[config.mk]
export PLATFORM = sky130hd
export DESIGN_NAME = pipeline_ctrl
export DESIGN_NICKNAME = d
export VERILOG_FILES = /design/src/rtl/cpu_pkg.sv /design/src/rtl/hazard_detect.sv /design/src/rtl/pipeline_ctrl.sv
export SDC_FILE = /design/constraint.sdc
export NUM_CORES = 1
export LEC_CHECK = 0
export ABC_CLOCK_PERIOD_IN_PS = 1600
export BUFFER_PORTS_ARGS = -buffer_cell sky130_fd_sc_hd__buf_2
export CAP_MARGIN = 20
export CORE_ASPECT_RATIO = 0.75
export CORE_MARGIN = 2
export CORE_UTILIZATION = 38
export CTS_BUF_LIST = sky130_fd_sc_hd__clkbuf_8
export DETAILED_ROUTE_END_ITERATION = 7
export PLACE_DENSITY = 0.74
export SETUP_SLACK_MARGIN = 0.05
export SYNTH_ARGS = -nofsm -noshare
export SYNTH_HDL_FRONTEND = slang
export SYNTH_HIERARCHICAL = 1
export SYNTH_SLANG_ARGS = --single-unit
[constraint.sdc]
create_clock -name CLK -period 1.6 [get_ports CLK]
set_clock_uncertainty 0.05 [all_clocks]
set_input_delay 0.32 -clock CLK [delete_from_list [all_inputs] [get_ports CLK]]
set_output_delay 0.32 -clock CLK [all_outputs]
set_load 0.02 [all_outputs]
[src/rtl/cpu_pkg.sv]
`default_nettype none
// ============================================================================
// Module      : cpu_pkg
// Description : Shared definitions for the RV32I pipeline hazard controller:
//               controller state encoding, the register-zero index and the
//               default redirect / memory-timeout parameters.
// Revision    : 1.0 - initial release
// ============================================================================
package cpu_pkg;

  // Hazard controller state encoding
  localparam logic [1:0] c_st_run      = 2'd0;
  localparam logic [1:0] c_st_redirect = 2'd1;
  localparam logic [1:0] c_st_mem_wait = 2'd2;

  // x0 is hard-wired to zero, so it never carries a data dependency
  localparam logic [4:0] c_reg_zero = 5'd0;

  // Parameter defaults for pipeline_ctrl
  localparam int unsigned c_redirect_cycles_def = 2;
  localparam int unsigned c_mem_timeout_def     = 1023;

endpackage
`default_nettype wire

[src/rtl/hazard_detect.sv]
`default_nettype none
// ============================================================================
// Module      : hazard_detect
// Description : Combinational load-use compare. Flags a hazard when the
//               execute stage holds a load whose destination (other than x0)
//               is a source register of the valid instruction in decode.
// Revision    : 1.0 - initial release
// Ports       : i_d_valid, i_d_reg_s1, i_d_reg_s2  decode-stage instruction
//               i_a_valid, i_a_load_rden, i_a_reg_d execute-stage instruction
//               o_hazard                            load-use hazard present
// ============================================================================
module hazard_detect
  import cpu_pkg::*;
(
  input  logic       i_d_valid,
  input  logic [4:0] i_d_reg_s1,
  input  logic [4:0] i_d_reg_s2,
  input  logic       i_a_valid,
  input  logic       i_a_load_rden,
  input  logic [4:0] i_a_reg_d,
  output logic       o_hazard
);

  logic w_src_match;

  assign w_src_match = (i_d_reg_s1 == i_a_reg_d) || (i_d_reg_s2 == i_a_reg_d);

  assign o_hazard = i_a_valid && i_a_load_rden && (i_a_reg_d != c_reg_zero) &&
                    i_d_valid && w_src_match;

endmodule
`default_nettype wire

[src/rtl/pipeline_ctrl.sv]
`default_nettype none
// ============================================================================
// Module      : pipeline_ctrl
// Description : Central hazard controller for the 5-stage RV32I core. Drives
//               every stage STALL/FLUSH pair and the fetch redirect, handling
//               memory wait states, taken jumps out of execute and load-use
//               interlocks (priority in that order).
// Revision    : 1.0 - initial release
// Config      : PIPELINE_CTRL_PERF_EN - when defined, builds the saturating
//               stall / flush performance counters; otherwise both counter
//               ports are tied to zero.
// Ports       : CLK, RST                 clock, synchronous active-high reset
//               D_VALID, D_REG_S1/S2     decode-stage instruction
//               A_VALID, A_REG_D,
//               A_LOAD_RDEN, A_DO_JMP,
//               A_NEW_PC                 execute-stage instruction
//               MEM_BUSY                 memory stage waiting on the bus
//               *_STALL / *_FLUSH        per-stage hold / bubble controls
//               PC_SET, PC_NEW           fetch redirect
//               MEM_ERR                  sticky memory-timeout flag
//               PERF_STALL_CNT/FLUSH_CNT performance counters
// ============================================================================
module pipeline_ctrl
  import cpu_pkg::*;
#(
  parameter int unsigned REDIRECT_CYCLES = c_redirect_cycles_def,
  parameter int unsigned MEM_TIMEOUT     = c_mem_timeout_def
) (
  input  logic        CLK,
  input  logic        RST,
  input  logic        D_VALID,
  input  logic [4:0]  D_REG_S1,
  input  logic [4:0]  D_REG_S2,
  input  logic        A_VALID,
  input  logic [4:0]  A_REG_D,
  input  logic        A_LOAD_RDEN,
  input  logic        A_DO_JMP,
  input  logic [31:0] A_NEW_PC,
  input  logic        MEM_BUSY,
  output logic        F_STALL,
  output logic        D_STALL,
  output logic        A_STALL,
  output logic        M_STALL,
  output logic        W_STALL,
  output logic        D_FLUSH,
  output logic        A_FLUSH,
  output logic        M_FLUSH,
  output logic        W_FLUSH,
  output logic        PC_SET,
  output logic [31:0] PC_NEW,
  output logic        MEM_ERR,
  output logic [31:0] PERF_STALL_CNT,
  output logic [31:0] PERF_FLUSH_CNT
);

  localparam logic [2:0]  c_rd_reload    = 3'(REDIRECT_CYCLES - 1);
  localparam logic [15:0] c_timeout      = 16'(MEM_TIMEOUT);
  localparam logic        c_use_redirect = (REDIRECT_CYCLES > 1);

  logic [1:0]  r_state;
  logic [1:0]  r_prior;
  logic [2:0]  r_rd_cnt;
  logic [15:0] r_to_cnt;
  logic        r_mem_err;

  logic [1:0]  w_state_nxt;
  logic [1:0]  w_prior_nxt;
  logic [2:0]  w_rd_cnt_nxt;
  logic [15:0] w_to_cnt_nxt;
  logic        w_mem_err_nxt;
  logic [1:0]  w_eff_state;
  logic        w_jump;
  logic        w_hazard;
  logic        w_f_stall, w_d_stall, w_a_stall, w_m_stall;
  logic        w_d_flush, w_a_flush, w_w_flush;
  logic        w_pc_set;

  hazard_detect u_hazard_detect (
    .i_d_valid     (D_VALID),
    .i_d_reg_s1    (D_REG_S1),
    .i_d_reg_s2    (D_REG_S2),
    .i_a_valid     (A_VALID),
    .i_a_load_rden (A_LOAD_RDEN),
    .i_a_reg_d     (A_REG_D),
    .o_hazard      (w_hazard)
  );

  assign w_jump = A_VALID && A_DO_JMP;

  // Once the bus releases, the cycle behaves as the state that was
  // interrupted, so a jump or redirect parked behind MEM_BUSY resumes here.
  assign w_eff_state = (r_state == c_st_mem_wait) ? r_prior : r_state;

  always_comb begin
    w_f_stall     = 1'b0;
    w_d_stall     = 1'b0;
    w_a_stall     = 1'b0;
    w_m_stall     = 1'b0;
    w_d_flush     = 1'b0;
    w_a_flush     = 1'b0;
    w_w_flush     = 1'b0;
    w_pc_set      = 1'b0;
    w_state_nxt   = c_st_run;
    w_prior_nxt   = r_prior;
    w_rd_cnt_nxt  = r_rd_cnt;
    w_to_cnt_nxt  = '0;
    w_mem_err_nxt = r_mem_err;

    if (MEM_BUSY) begin
      w_f_stall    = 1'b1;
      w_d_stall    = 1'b1;
      w_a_stall    = 1'b1;
      w_m_stall    = 1'b1;
      w_w_flush    = 1'b1;
      w_state_nxt  = c_st_mem_wait;
      w_prior_nxt  = w_eff_state;
      w_to_cnt_nxt = (r_to_cnt == 16'hFFFF) ? r_to_cnt : r_to_cnt + 16'd1;
      if (w_to_cnt_nxt >= c_timeout) begin
        w_mem_err_nxt = 1'b1;
      end
    end else if (w_jump) begin
      w_pc_set  = 1'b1;
      w_d_flush = 1'b1;
      w_a_flush = 1'b1;
      if (c_use_redirect) begin
        w_state_nxt  = c_st_redirect;
        w_rd_cnt_nxt = c_rd_reload;
      end else begin
        w_rd_cnt_nxt = '0;
      end
    end else if (w_eff_state == c_st_redirect) begin
      // Wrong-path instructions still arriving from fetch are squashed.
      w_d_flush = 1'b1;
      if (r_rd_cnt <= 3'd1) begin
        w_rd_cnt_nxt = '0;
      end else begin
        w_state_nxt  = c_st_redirect;
        w_rd_cnt_nxt = r_rd_cnt - 3'd1;
      end
    end else if (w_hazard) begin
      // Hold fetch/decode one cycle and bubble execute; the load moves on.
      w_f_stall = 1'b1;
      w_d_stall = 1'b1;
      w_a_flush = 1'b1;
    end
  end

  always_ff @(posedge CLK) begin
    if (RST) begin
      r_state   <= c_st_run;
      r_prior   <= c_st_run;
      r_rd_cnt  <= '0;
      r_to_cnt  <= '0;
      r_mem_err <= 1'b0;
    end else begin
      r_state   <= w_state_nxt;
      r_prior   <= w_prior_nxt;
      r_rd_cnt  <= w_rd_cnt_nxt;
      r_to_cnt  <= w_to_cnt_nxt;
      r_mem_err <= w_mem_err_nxt;
    end
  end

  // Every output is forced low while RST is held.
  assign F_STALL = ~RST & w_f_stall;
  assign D_STALL = ~RST & w_d_stall;
  assign A_STALL = ~RST & w_a_stall;
  assign M_STALL = ~RST & w_m_stall;
  assign W_STALL = 1'b0;
  assign D_FLUSH = ~RST & w_d_flush;
  assign A_FLUSH = ~RST & w_a_flush;
  assign M_FLUSH = 1'b0;
  assign W_FLUSH = ~RST & w_w_flush;
  assign PC_SET  = ~RST & w_pc_set;
  assign PC_NEW  = (~RST & w_pc_set) ? A_NEW_PC : 32'd0;
  assign MEM_ERR = ~RST & r_mem_err;

`ifdef PIPELINE_CTRL_PERF_EN
  logic [31:0] r_perf_stall;
  logic [31:0] r_perf_flush;
  logic        w_lu_bubble;

  // Execute is flushed only by a jump or a load-use bubble.
  assign w_lu_bubble = w_a_flush & ~w_pc_set;

  always_ff @(posedge CLK) begin
    if (RST) begin
      r_perf_stall <= '0;
      r_perf_flush <= '0;
    end else begin
      if (w_f_stall && (r_perf_stall != 32'hFFFF_FFFF)) begin
        r_perf_stall <= r_perf_stall + 32'd1;
      end
      if ((w_pc_set || w_lu_bubble) && (r_perf_flush != 32'hFFFF_FFFF)) begin
        r_perf_flush <= r_perf_flush + 32'd1;
      end
    end
  end

  assign PERF_STALL_CNT = RST ? 32'd0 : r_perf_stall;
  assign PERF_FLUSH_CNT = RST ? 32'd0 : r_perf_flush;
`else
  assign PERF_STALL_CNT = 32'd0;
  assign PERF_FLUSH_CNT = 32'd0;
`endif

endmodule
`default_nettype wire

* Yosys cells after proc, flatten, opt, wreduce, memory -nomap -nowiden *
Index checks and enable logic that the tools add are counted.

storage, ports and cells
  register bits after elaboration = 24
  bits of input ports = 54
  output and inout port bits = 107
  word-level logic and storage cells = 57

cells by class
  add/sub/neg operators = 2
  order comparisons = 2
  equal/unequal tests = 5
  muxes and demuxes = 22
  bitwise gates (word level) = 8
  reduce and logical (&&, ||, !) cells = 12

operator list
  kind                   count
  $mux 32                1
  $add 16x1->16 const B  1
  $eq 16x16->1 const B   1
  $ge 16x10->1 const B   1
  $mux 16                1
  $mux 1                 15
  $eq 5x5->1             2
  $mux 3                 3
  $and 1x1->1            6
  $logic_and 1x1->1      5
  $reduce_bool 5->1      1
  $mux 2                 2
  $reduce_and 2->1       2
  $reduce_or 2->1        2
  $le 3x1->1 const B     1
  $sub 3x1->3 const B    1
  $eq 2x1->1 const B     1
  $eq 2x2->1 const B     1
  $not 1->1              2
  $reduce_bool 2->1      1
  $logic_or 1x1->1       1

* Longest topological paths before layout *
  word-level depth = 9
  gate-level depth with buffers = 8
  gate-level depth less buffers = 7

* Cells and area by module *
Netlist, hierarchy kept.

modules (own cells, without submodules)
  module         times used  cells an instance  area each (sq um)
  pipeline_ctrl  1           274                2118.3
  hazard_detect  1           17                 128.9

* Worst setup path before layout *
Ideal clock, no wire load.

  path type = input port to output port
  start = input port A_REG_D[2]
  end = output port F_STALL
  data arrival time = 1499 ps
  required time = 1230 ps
  slack = -269 ps
  cell stages on the path = 7
  cell sequence = xor2_1 > nor3_1 > nand3_1 > a21oi_1 > a21oi_1 > nor2_1 > buf_4

between the ends
  longest elaborated chain between the ends = 9
  elaborated cells between the ends (all ways) = 12
  those cells by class = 2 x eq/ne; 4 x mux; 1 x bitwise; 5 x reduce/logical

ends and longest elaborated chain
  what                            RTL line             source
  from (decl)                     pipeline_ctrl.sv:35  input logic [4:0] A_REG_D,
  $reduce_bool 5->1               hazard_detect.sv:28  assign o_hazard = i_a_valid && i_a_load_rden && (i_a_reg_d != c_reg_zero) &&
  $logic_and 1x1->1 (2 in a row)  hazard_detect.sv:28
  $logic_and 1x1->1 *             hazard_detect.sv:29  i_d_valid && w_src_match;
  net w_hazard                    pipeline_ctrl.sv:73  logic w_hazard;
  $mux 1 * (4 in a row)           n/a
  $and 1x1->1 *                   n/a
  to (decl)                       pipeline_ctrl.sv:40  output logic F_STALL,

Mark *: on every way through the listed nets, which the timed path passes. The rest lies on a longest branch.

* Worst setup path after layout *
  start = input port A_REG_D[1]
  end = output port A_FLUSH

between the ends
  longest elaborated chain between the ends = 9
  elaborated cells between the ends (all ways) = 12
  those cells by class = 2 x eq/ne; 4 x mux; 1 x bitwise; 5 x reduce/logical

ends and longest elaborated chain
  what                            RTL line              source
  $reduce_bool 5->1               hazard_detect.sv:28
  $logic_and 1x1->1 (2 in a row)  hazard_detect.sv:28
  $logic_and 1x1->1 *             hazard_detect.sv:29
  net w_hazard                    pipeline_ctrl.sv:73
  $mux 1 *                        pipeline_ctrl.sv:140  end else if (w_hazard) begin
  $mux 1 *                        pipeline_ctrl.sv:131  end else if (w_eff_state == c_st_redirect) begin
  $mux 1 *                        pipeline_ctrl.sv:121  end else if (w_jump) begin
  $mux 1 *                        pipeline_ctrl.sv:109  if (MEM_BUSY) begin
  $and 1x1->1 *                   pipeline_ctrl.sv:171  assign A_FLUSH = ~RST & w_a_flush;
  to (decl)                       pipeline_ctrl.sv:46   output logic A_FLUSH,

Marks and branches as above.

==> impl_metrics.env <==
export IMPL_cts_sinks=24
export IMPL_rows=24
export IMPL_synthArstFlopShare_pct=0
export IMPL_grt_overflow=0
export IMPL_start_util_pct=39.0
export IMPL_wirelength_mm=6.96
export IMPL_cp_arrival_ns=1.61
export IMPL_post_synth_top_count_cell="buf_4"
export IMPL_critPathCaptureType="output port"
export IMPL_dieArea_um2=6550
export IMPL_ant_nets=0
export IMPL_root_buffer="clkbuf_8"
export IMPL_synth_seq_cells=24
export IMPL_diodes=0
export IMPL_io_pins=161
export IMPL_hp_start="A_VALID"
export IMPL_hold_path_class="in -> reg"
export IMPL_netlist_area_leader_share_pct=23.4
export IMPL_r2r_end="r_mem_err"
export IMPL_final_nets=491
export IMPL_ys_warn_count=6
export IMPL_cp_max_fo=2
export IMPL_required_ns=1.23
export IMPL_ir_drop_uv=282
export IMPL_r2r_start="r_to_cnt[1]"
export IMPL_firstDrtPassIters=4
export IMPL_max_freq_ghz=0.506
export IMPL_finalHoldViolCount=0
export IMPL_criticalPathCategory="in -> out"
export IMPL_p_per_area_nw_per_um2=442
export IMPL_gp_congestion=0.905
export IMPL_r2r_setup_slack_ns=-0.09
export IMPL_die_w_um=92.8
export IMPL_multi_input_area_um2=1650
export IMPL_worst_slack_ns=-0.376
export IMPL_cp_slowest_cell="or4_4"
export IMPL_core_um2=5770
export IMPL_grt_pass1_wl_mm=10.3
export IMPL_rsz0062_at_grt="true"
export IMPL_grt_use_total_pct=19.2
export IMPL_synth_common_cells="buf_4, and2_1, dfxtp_1"
export IMPL_ys_flop_type="dfxtp_1"
export IMPL_drc=0
export IMPL_netlist_area_um2=2250
export IMPL_failed_checks="negative setup slack"
export IMPL_grt_pass1_vias=2181
export IMPL_drt_iter0_markers=106
export IMPL_cp_num_buf_inv=2
export IMPL_clock_latency_ns=0.27
export IMPL_seq_area_frac_synth_pct=21.4
export IMPL_cts_path_max_buffers=2
export IMPL_layout_worst_path_cycle_share_pct=124
export IMPL_maxCapViolCount=0
export IMPL_holdWs_ns=0.284
export IMPL_hold_end="r_state[0]"
export IMPL_die_h_um=70.6
export IMPL_synth_avg_cell_area_um2=7.72
export IMPL_avgRoutedWirePerCell_um=13.6
export IMPL_viasPerCell=4.57
export IMPL_ys_types=44
export IMPL_seq_area_um2=512
export IMPL_leakage_uw=0.00177
export IMPL_slowest_delay_ns=0.52
export IMPL_setup_viol=14
export IMPL_layout_min_cycle_time_ns=1.98
export IMPL_synth_edf_count=0
export IMPL_numCtsBuffers=3
export IMPL_grt_max_degree=17
export IMPL_cts_tree="yes"
export IMPL_path_cells="buf_6 -> or4_4 -> o2111ai_2 -> a21oi_2 -> a21oi_2 -> nor3_1 -> buf_2"
export IMPL_area_growth_pct=63.6
export IMPL_clkTransAtPathRegs_ns=0.09
export IMPL_hold_depth=3
export IMPL_maxSlewViolCount=0
export IMPL_dp_hpwl_mm=4.54
export IMPL_power_uw=1630
export IMPL_ff2ff_path_depth=7
export IMPL_start_kind="primary input"
export IMPL_synth_cells=291
export IMPL_h_tree_depth=1
export IMPL_place_port_buffers=94
export IMPL_grt_antenna_before_repair=0
export IMPL_n_fill_cell=486
export IMPL_drive_above_1_share_pct=56.1
export IMPL_vias=2337
export IMPL_run_status="finished, violations left"
export IMPL_critPathTopFamily="simple AND/OR/NAND/NOR gates"
export IMPL_synth_top_area_cell="buf_4"
export IMPL_synthTopCellsByArea="buf_4, dfxtp_1, and2_1"
export IMPL_crit_top_cell="a21oi_2"
==> tightest hold or removal path: stages <==
cell      delay (ns)
buf_8           0.10
nand2_4         0.07
a21boi_0        0.08
==> kinds of logic (layout without fill, tap and decap cells) <==
group	after synthesis	count (layout)	synth area share (%)
simple gates	112	112	29.2
buf+inv	89	166	26.8
compound gates	37	37	10.7
flops	24	24	21.4
xor+xnor	20	20	7.80
mux	5	5	2.23
fa+ha+maj	3	3	1.67
other cells	1	66	0.167
==> power breakdown <==
group / leakage (uW) / total [uW] / internal [uW] / switching (uW)
Sequential: 0.000203 / 601 / 595 / 6.17
Clock: 0.0000357 / 543 / 335 / 208
Combinational: 0.00153 / 483 / 186 / 297
Total: 0.00177 / 1630 / 1120 / 511
==> final cells by class <==
type                    instances  area share [%]
clock buffers                   3            1.12
clock inverters                 1           0.817
inverters                       7           0.715
multi-input cells             243            44.9
flip-flops and latches         24            13.9
well taps                      78            2.65
repair buffers                155            35.8
==> state kept, by name (all words and copies together), names as in the netlist <==
signal and cells:
r_mem_err 1, r_prior 2, r_rd_cnt 3, r_state 2
r_to_cnt 16
==> through the flow <==
step	utilization [%]	cell area [um^2]	std cells	setup TNS (ns)	setup WS, ns
floorplan	-	2540	356	-0.575	-0.258
global placement	49.5	2860	490	-1.17	-0.374
detailed placement	49.5	2860	490	-1.31	-0.393
CTS	61.0	3520	507	-1.98	-0.382
global route	63.8	3680	511	-2.56	-0.449
finish	63.8	3680	511	-1.66	-0.376
==> what timing repair did <==
item | in CTS | in global routing
cloned | 3 | 1
buffers inserted | 11 | 6
resized for setup | 140 | 43
setup endpoints to repair | 45 | 51
hold buffers | 0 | 0
pin swaps | 40 | 33
==> routing by layer <==
layer,vias up,routed length [um],global-route usage (%)
li1,1129,-,-
met1,1126,2760,23.6
met2,76,3850,36.6
met3,6,317,3.30
met4,0,36,1.63
met5,-,0,0
==> cell usage in the layout, fill, tap and decap left out, types with 5 or more instances in the layout <==
cell type,n
conb_1,66
buf_2,53
buf_6,53
buf_4,42
and2_4,32
nor2_1,20
xor2_1,11
dfxtp_2,10
dfxtp_1,9
a21oi_1,8
nand4_1,8
inv_1,7
o21ai_0,7
nand2b_1,6
nand2_1,5
mux2i_1,5
xnor2_1,5
a31oi_1,5
dfxtp_4,5
==> how the worst max path moves through the flow <==
| stage | startpoint | end | cells after the start |
|---|---|---|---|
| 5_1_grt | A_REG_D[2] | A_FLUSH | 9 |
| 2_1_floorplan | A_REG_D[2] | F_STALL | 6 |
| 3_3_place_gp | A_REG_D[2] | F_STALL | 7 |
| 6_report | A_REG_D[1] | A_FLUSH | 7 |
| 3_5_place_dp | A_REG_D[2] | A_FLUSH | 9 |
| 4_1_cts | A_REG_D[4] | A_FLUSH | 9 |
No activity file was read; power rests on OpenSTA's default activity.
